### config.mk
export PLATFORM = sky130hd
export DESIGN_NAME = m68k_bus_responder
export DESIGN_NICKNAME = d
export VERILOG_FILES = /design/src/rtl/m68k_bus_responder.sv
export SDC_FILE = /design/constraint.sdc
export NUM_CORES = 1
export LEC_CHECK = 0
export CORE_MARGIN = 5
export CORE_UTILIZATION = 34
export CTS_CLUSTER_DIAMETER = 50
export DETAILED_ROUTE_END_ITERATION = 6
export PLACE_DENSITY_LB_ADDON = 0.25
export SETUP_SLACK_MARGIN = 0.5
export SLEW_MARGIN = 10
export SYNTH_ARGS = -nofsm -noshare
export SYNTH_HDL_FRONTEND = slang
export SYNTH_SLANG_ARGS = --single-unit
### constraint.sdc
create_clock -name clk -period 4.6 [get_ports clk]
set_input_delay 1.38 -clock clk [delete_from_list [all_inputs] [get_ports clk]]
set_output_delay 1.38 -clock clk [all_outputs]
set_load 0.02 [all_outputs]
### src/rtl/m68k_bus_responder.sv
// m68k_bus_responder
// Generates the registered DTACK for the 68000 from the region selects produced
// by the address decoder. Every bus cycle is latched at its start edge and then
// handled by one wait strategy: a fixed wait for fast regions, an SDRAM
// request/acknowledge handshake for program ROM reads, an arbitration wait for
// the Z80 shared RAM, or a watchdog for unmapped addresses. Any cycle that never
// gets a response ends with an open-bus DTACK, so the CPU cannot hang.
// All outputs are registered. A new cycle may start only after the machine has
// spent at least one IDLE edge with AS high. This keeps a cycle that was
// interrupted by reset, or that ended in an abort, from being acknowledged.

module m68k_bus_responder #(
  parameter int FAST_WAIT   = 1,    // extra wait cycles for fast_cs regions
  parameter int SHARED_WAIT = 2,    // wait cycles after the shared RAM is granted
  parameter int TIMEOUT     = 255,  // watchdog length for unmapped or unanswered ROM
  parameter int CNT_W       = 8     // counter width; every count must fit
) (
  input  logic       clk,
  input  logic       reset,
  input  logic       cpu_as_n,
  input  logic       cpu_rw,
  input  logic [1:0] cpu_ds_n,
  input  logic       rom_cs,
  input  logic       shared_cs,
  input  logic       fast_cs,
  input  logic       shared_busy,
  input  logic       rom_ack,
  output logic       rom_req,
  output logic       cpu_dtack_n,
  output logic       open_bus
);

  typedef enum logic [2:0] {
    IDLE     = 3'd0,
    W_FAST   = 3'd1,
    W_ROM    = 3'd2,
    W_SHBUSY = 3'd3,
    W_SHARED = 3'd4,
    W_UNMAP  = 3'd5,
    ACK      = 3'd6
  } state_t;

  localparam logic [CNT_W-1:0] FAST_LD    = CNT_W'(FAST_WAIT);
  localparam logic [CNT_W-1:0] SHARED_LD  = CNT_W'(SHARED_WAIT);
  localparam logic [CNT_W-1:0] TIMEOUT_LD = CNT_W'(TIMEOUT);

  state_t           state, state_nxt;
  logic [CNT_W-1:0] cnt, cnt_nxt;
  logic             armed, armed_nxt;
  logic             dtack_nxt;
  logic             req_nxt;
  logic             open_nxt;

  logic             as_low;
  logic             start;
  logic             cnt_zero;
  logic [CNT_W-1:0] cnt_dec;

  // Strobe qualification and the saturating counter step.
  always_comb begin
    as_low   = ~cpu_as_n;
    start    = armed & as_low & (cpu_ds_n != 2'b11);
    cnt_zero = (cnt == '0);
    cnt_dec  = cnt_zero ? '0 : cnt - 1'b1;
  end

  // Next-state and next-output logic. The outputs are registered, so each value
  // computed here becomes visible one edge after the decision that produces it.
  always_comb begin
    // NOTE: every signal gets a default first. Any path that leaves one unassigned would infer a latch.
    state_nxt = state;
    cnt_nxt   = cnt;
    armed_nxt = armed;
    dtack_nxt = 1'b1;
    req_nxt   = 1'b0;
    open_nxt  = 1'b0;

    unique case (state)
      IDLE: begin
        // Arm only after an IDLE edge sees AS high. A strobe still low from an
        // earlier cycle or from reset must never start a new cycle.
        if (cpu_as_n) begin
          armed_nxt = 1'b1;
        end
        if (start) begin
          armed_nxt = 1'b0;
          if (rom_cs && cpu_rw) begin
            state_nxt = W_ROM;
            cnt_nxt   = TIMEOUT_LD;
            req_nxt   = 1'b1;
          end else if (shared_cs) begin
            state_nxt = W_SHBUSY;
          end else if (fast_cs || rom_cs) begin
            // A ROM write has nothing to fetch, so it completes like a fast access.
            state_nxt = W_FAST;
            cnt_nxt   = FAST_LD;
          end else begin
            state_nxt = W_UNMAP;
            cnt_nxt   = TIMEOUT_LD;
          end
        end
      end

      W_FAST: begin
        if (cpu_as_n) begin
          state_nxt = IDLE;
        end else if (cnt_zero) begin
          state_nxt = ACK;
          dtack_nxt = 1'b0;
        end else begin
          cnt_nxt = cnt_dec;
        end
      end

      W_ROM: begin
        // An acknowledge wins over the watchdog when both occur at the same edge.
        if (cpu_as_n) begin
          state_nxt = IDLE;
        end else if (rom_ack) begin
          state_nxt = ACK;
          dtack_nxt = 1'b0;
        end else if (cnt_zero) begin
          state_nxt = ACK;
          dtack_nxt = 1'b0;
          open_nxt  = 1'b1;
        end else begin
          cnt_nxt = cnt_dec;
          req_nxt = 1'b1;
        end
      end

      W_SHBUSY: begin
        // No watchdog here: a Z80 access to the shared RAM always finishes.
        if (cpu_as_n) begin
          state_nxt = IDLE;
        end else if (!shared_busy) begin
          state_nxt = W_SHARED;
          cnt_nxt   = SHARED_LD;
        end
      end

      W_SHARED: begin
        // Once the port is granted, shared_busy is no longer checked.
        if (cpu_as_n) begin
          state_nxt = IDLE;
        end else if (cnt_zero) begin
          state_nxt = ACK;
          dtack_nxt = 1'b0;
        end else begin
          cnt_nxt = cnt_dec;
        end
      end

      W_UNMAP: begin
        if (cpu_as_n) begin
          state_nxt = IDLE;
        end else if (cnt_zero) begin
          state_nxt = ACK;
          dtack_nxt = 1'b0;
          open_nxt  = 1'b1;
        end else begin
          cnt_nxt = cnt_dec;
        end
      end

      ACK: begin
        // Hold DTACK and the open-bus flag until the CPU releases AS.
        if (cpu_as_n) begin
          state_nxt = IDLE;
        end else begin
          dtack_nxt = 1'b0;
          open_nxt  = open_bus;
        end
      end

      default: begin
        state_nxt = IDLE;
      end
    endcase
  end

  // State, counter and registered outputs. Reset overrides any cycle in flight.
  always_ff @(posedge clk) begin
    // NOTE: sequential state uses non-blocking assignments, so every register samples the pre-edge values.
    if (reset) begin
      state       <= IDLE;
      cnt         <= '0;
      armed       <= 1'b0;
      cpu_dtack_n <= 1'b1;
      rom_req     <= 1'b0;
      open_bus    <= 1'b0;
    end else begin
      state       <= state_nxt;
      cnt         <= cnt_nxt;
      armed       <= armed_nxt;
      cpu_dtack_n <= dtack_nxt;
      rom_req     <= req_nxt;
      open_bus    <= open_nxt;
    end
  end

endmodule

== After elaboration in Yosys (flattened, before gate mapping) ==
Cells that the tools add are included.

* Bits in latches: 0
* ROM bits: 0
* Memories: 0
* Bits in registers: 15
* Output and inout port bits: 3
* Bits in writable memories: 0
* Input port bits: 11
* Logic and storage cells: 77

* Shift operators: 0
* Mux-type cells: 41
* Reduce and logical (&&, ||, !) cells: 10
* $lt $le $gt $ge: 0
* Divide/modulo/power cells: 0
* Eq/ne operators: 16
* Bitwise gates (word level): 3
* Multiply operators: 0
* Add/subtract/negate cells: 1

{| class="wikitable"
|+ Operator list
! kind !! number
|-
| 8-bit two-way mux || 10
|-
| 3-bit two-way mux || 11
|-
| 8-bit case mux with 4 select lines || 1
|-
| 2-bit != test, second input constant || 8
|-
| 1-bit two-way mux || 15
|-
| 3-bit case mux with 5 select lines || 1
|-
| 3-bit == test, second input constant || 3
|-
| 8-bit logical NOT || 1
|-
| 8-bit AND reduction || 1
|-
| 8-bit by 1-bit subtractor with 8-bit output, second input constant || 1
|-
| 3-bit by 2-bit == test with 1-bit output, second input constant || 2
|-
| 3-bit != test, second input constant || 2
|-
| 1-bit case mux with 3 select lines || 2
|-
| 4-bit nonzero test || 1
|-
| 3-bit by 1-bit == test with 1-bit output, second input constant || 1
|-
| 3-bit logical NOT || 1
|-
| 3-bit AND reduction || 1
|-
| 3-bit OR reduction || 1
|-
| 1-bit bitwise AND || 2
|-
| 1-bit case mux with 2 select lines || 1
|-
| 2-bit AND reduction || 1
|-
| 2-bit nonzero test || 1
|-
| 1-bit logical AND || 1
|-
| 1-bit logical OR || 1
|-
| 1-bit inverter || 1
|}

== Depth between registers and ports, before layout ==
* Depth in word-level cells: 6
* Mapped depth: 7
* Mapped depth without buffers: 7

== Least setup slack after synthesis ==
No wires, ideal clock.

* Path kind: in2reg
* From: input port cpu_ds_n[0]
* To: register cnt[1]
* Data required time: 4.509 ns
* Library setup time: 0.091 ns
* Data arrival time: 2.400 ns
* Setup slack: 2.110 ns
* Stages: 5
* Buffers on the path: 0
* Cell sequence: a21bo_1 > o21ai_1 > o31a_1 > a21oi_1 > a311oi_1

* Cells in the longest elaborated chain, start to end: 4

{| class="wikitable"
|+ RTL lines
! item !! RTL line !! text
|-
| from (decl) || 22 || <nowiki>input logic [1:0] cpu_ds_n,</nowiki>
|-
| 2-bit != test || 62 || <nowiki>start = armed & as_low & (cpu_ds_n != 2'b11);</nowiki>
|-
| 1-bit bitwise AND || 62 ||
|-
| 2-bit != test (no line) || - ||
|-
| 8-bit AND reduction (no line) || - ||
|-
| to (signal assigned) || 194 || <nowiki>cnt <= cnt_nxt;</nowiki>
|-
| to (decl) || 48 || <nowiki>logic [CNT_W-1:0] cnt, cnt_nxt;</nowiki>
|}

No other way between the ends.
A chain may end at the register's enable or synchronous reset.

== Worst setup path after layout ==
Same ends and word-level chain as after synthesis.

==> run summary <==
The shortest clock period the worst path allows after layout was 2820 ps. At the worst endpoint, the required time is 4800 ps. The most frequent standard cell in the layout excluding fill and tap cells was nor2_1. The number of vias per cell after detailed routing came out at 5.69.

The run gives 2.72 mm as the final routed wirelength across all metal layers. The worst slack at placement was 1490 ps. Dividing the final minimum period by the clock period gives 61.3%. For the final routed database, the setup TNS stands at 0 ps. The internal power of the cells was 0.216 mW; the maximum clock insertion buffer count was 2.

The fraction of synthesis flops using an asynchronous set or reset pin is 0%. The critical path goes through clkdlybuf4s50_1, a21bo_1, o21ai_1, o31a_1, a21oi_1, a311oi_1. Counting every sink on the clock net gives 15.

The cell with the biggest individual delay on the critical path was clkdlybuf4s50_1. Power spread over the standard cell area amounts to 281 mW/mm^2. The flow ran to the end, and the final reports show no timing, DRC or antenna violations.

Measured along the y axis, the die boundary spans 66.1 um. Clock latency on the worst-skew pair, taken at its later pin, is 290 ps. Of all nets on the critical path, the largest fanout is 8. Share of total power in sequential cells: 42.8%. The analysis attributes to cell leakage a power of 0.418 nW. The path class of the tightest hold or removal check is reg2reg. Synthesis produced 135 cells. The fmax was 355 MHz; the global routing met3 resource utilization was 2.21%. After synthesis the netlist holds a flip-flop and latch count of 15.

The cell row count was 20. For this block, the initial DRC count from the detailed router was 53. For this run, the total global-route usage over all layers was measured as 14.0%. The number of hold buffers added after CTS was 0. Minimum setup slack in the final design: 1780 ps. Number of H-tree levels: 1.

The post-CTS resize count is 0, and the number of buffers inserted to repair setup after CTS is 0. The tools report the portion of the post-synthesis area used by sequential elements as 28.1%. The buffering stage count on the worst path with inverters included was 1; the count of TritonRoute iterations in the first routing pass was 5. The die covers 0.00436 mm^2. The die width was 66.1 um. The final count of hold timing violations is 0, and the part of the total power dissipated in the clock network is 23.1%. The number of global-route vias before repair is 1,099. Routability-driven placement finished with a final weighted congestion of 0.865.

The area added between synthesis and finish was 14.6%. In the final routed layout, each cell accounts on average for 14.2 um. After global routing the overflow that remains totals 0.

Across the run, the number of max-cap violations was 0. The met1 track demand over resource was 17.0%; the distinct cell type count after synthesis was 41. Type of element launching the critical path: an input port. The data arrival at the endpoint of the critical path was 3020 ps. The global routing stage identified its most utilized layer as met2. The run gives 0 as the final-report max-slew violation count. The average size of a mapped cell was 7.92 um^2; the number of nets in the layout was 161. The warning count from the yosys run was 0. Summed over all nets, the switching power comes to 0.128 mW. Setup repair after global routing left no endpoint under its margin. The worst setup path category is in2reg. The detail route stage leaves a number of antenna-violating nets equal to 0. Detailed routing inserted a total of 1,087 vias.

The number of flops mapped to enable cells by yosys is 0. The clock arrives with 4.20 ps of skew. The core utilization of the finished layout is 40.5%, and the post-synth net total is 148. For the post-route DRC violation count, the log shows 0. For this run, the leading register cell type out of synthesis is dfxtp_1.

Global routing consumed, on the met2 layer, 24.8% of the routing resources. The core area came out at 0.00303 mm^2. Buffer type at the clock tree root: clkbuf_4.

The starting utilization of the core area is 35.3%. The logs give 0 for the number of diodes and 55.1% for the relative slew slack. The summed instance area of the synthesized netlist is 0.00107 mm^2. Entering global routing, the biggest net connects 21 pins. The number of buffers added by the clock tree synthesis step was 3. Of the total power, the share spent switching nets is 37.1%. The worst-case IR drop observed on VDD is 115 uV. The run gives 0 as the number of antenna violations at the first check in global routing. TritonCTS built the clock tree.

In the layout the commonest cells are nor2_1 (19), a21oi_1 (16), dfxtp_1 (15). The stage delay of the slowest cell on the critical path was 420 ps; the clock transition time at the flip-flop clock pins of the worst setup and hold paths was 100 ps. The run gives 0 as the final setup violation count. The type of element capturing the critical path was a flop. The tools report the placed standard-cell area as 0.00120 mm^2. Pin placement for this block handled 14 I/O pins.

The post-route netlist has 8.16% of its cells at a drive strength greater than 1. For the filler cell count in the final layout, the log shows 316. Grouping stages by cell kind, the critical path spends the most delay in compound AO/OA/AOI/OAI gates.

After routing the design area is 0.00122 mm^2. At the pin with the least slew margin, the transition time is 673 ps. Power comes to 0.344 mW. The total of buffers placed on input and output ports is 13, and the wire length of the first global-routing pass is 4.91 mm.

Summed over all nets, the half-perimeter wirelength after detailed placement is 2.07 mm. For the combinational power share, the log shows 34.1%.
[layout make-up]
| type | instances | area [um^2] | share of cell area, % |
|---|---|---|---|
| clock inverters | 1 | 5.00 | 0.409 |
| multi-input cells | 112 | 701 | 57.2 |
| well taps | 44 | 55.1 | 4.49 |
| clock buffers | 3 | 22.5 | 1.84 |
| flip-flops and latches | 15 | 300 | 24.5 |
| repair buffers | 13 | 130 | 10.6 |
| inverters | 3 | 11.3 | 0.919 |
[kinds of logic (layout without fill, tap and decap cells)]
family          Yosys count  in the layout  share of synthesized area, %
simple gates             59             59                          29.9
compound gates           51             51                          33.4
flops                    15             15                          28.1
buf+inv                   8             20                          6.32
fa+ha+maj                 2              2                          2.34
[cell usage after synthesis, types with 3 or more instances]
library cell  number  share of area [%]
nand2b_1           3                1.8
a21oi_1           16                7.5
nand2_1            8                2.8
clkbuf_8           3                3.9
nand3_1            8                3.7
o31ai_1            9                6.3
o21ai_1            3                1.4
nor2_1            19                6.7
o21ai_0            3                1.4
nor3_1             5                2.3
dfxtp_1           15                 28
inv_1              3                1.1
nor4_1             4                2.3
[worst reg2reg max path, delay by kind of cell (launching register included)]
kind / cells / cell delay [ps]
flip-flops: 1 / 770
AO/OA/AOI/OAI: 4 / 940
AND/OR/NAND/NOR: 1 / 180
[per-stage QoR]
stage | hold slack, ps | instances
global route | 550 | 191
detailed placement | 506 | 187
CTS | 521 | 191
finish | 519 | 191
floorplan | 460 | 135
global placement | 485 | 187
[final timing paths]
kind | from | to | slack [ps] | cells after the start
worst max-delay path | cpu_ds_n[0] | cnt[1] | 1780 | 6
worst min-delay path | cnt[6] | cnt[6] | 520 | 2
worst max register to register | state[1] | cnt[1] | 2630 | 5
worst min register to register | cnt[6] | cnt[6] | 520 | 2
[sequential cells by signal, indices dropped and copies added (netlist names)]
signal / count
cpu_dtack_n: 1
armed: 1
state: 3
open_bus: 1
rom_req: 1
cnt: 8
[metal layers]
layer / part of all wire (%) / vias to the layer above / routed length, um
li1: - / 545 / -
met1: 43 / 497 / 1170
met2: 50 / 41 / 1350
met3: 6.5 / 4 / 176
met4: 0.77 / 0 / 21
met5: 0 / - / 0
[power by group through the flow]
stage | registers (mW) | clock network, mW | logic (mW)
floorplan | 0.146 | 0 | 0.0882
global route | 0.149 | 0.0861 | 0.131
detailed placement | 0.150 | 0 | 0.117
finish | 0.147 | 0.0793 | 0.117
global placement | 0.150 | 0 | 0.116
CTS | 0.147 | 0.0812 | 0.117
(Power assumes the default switching activity.)
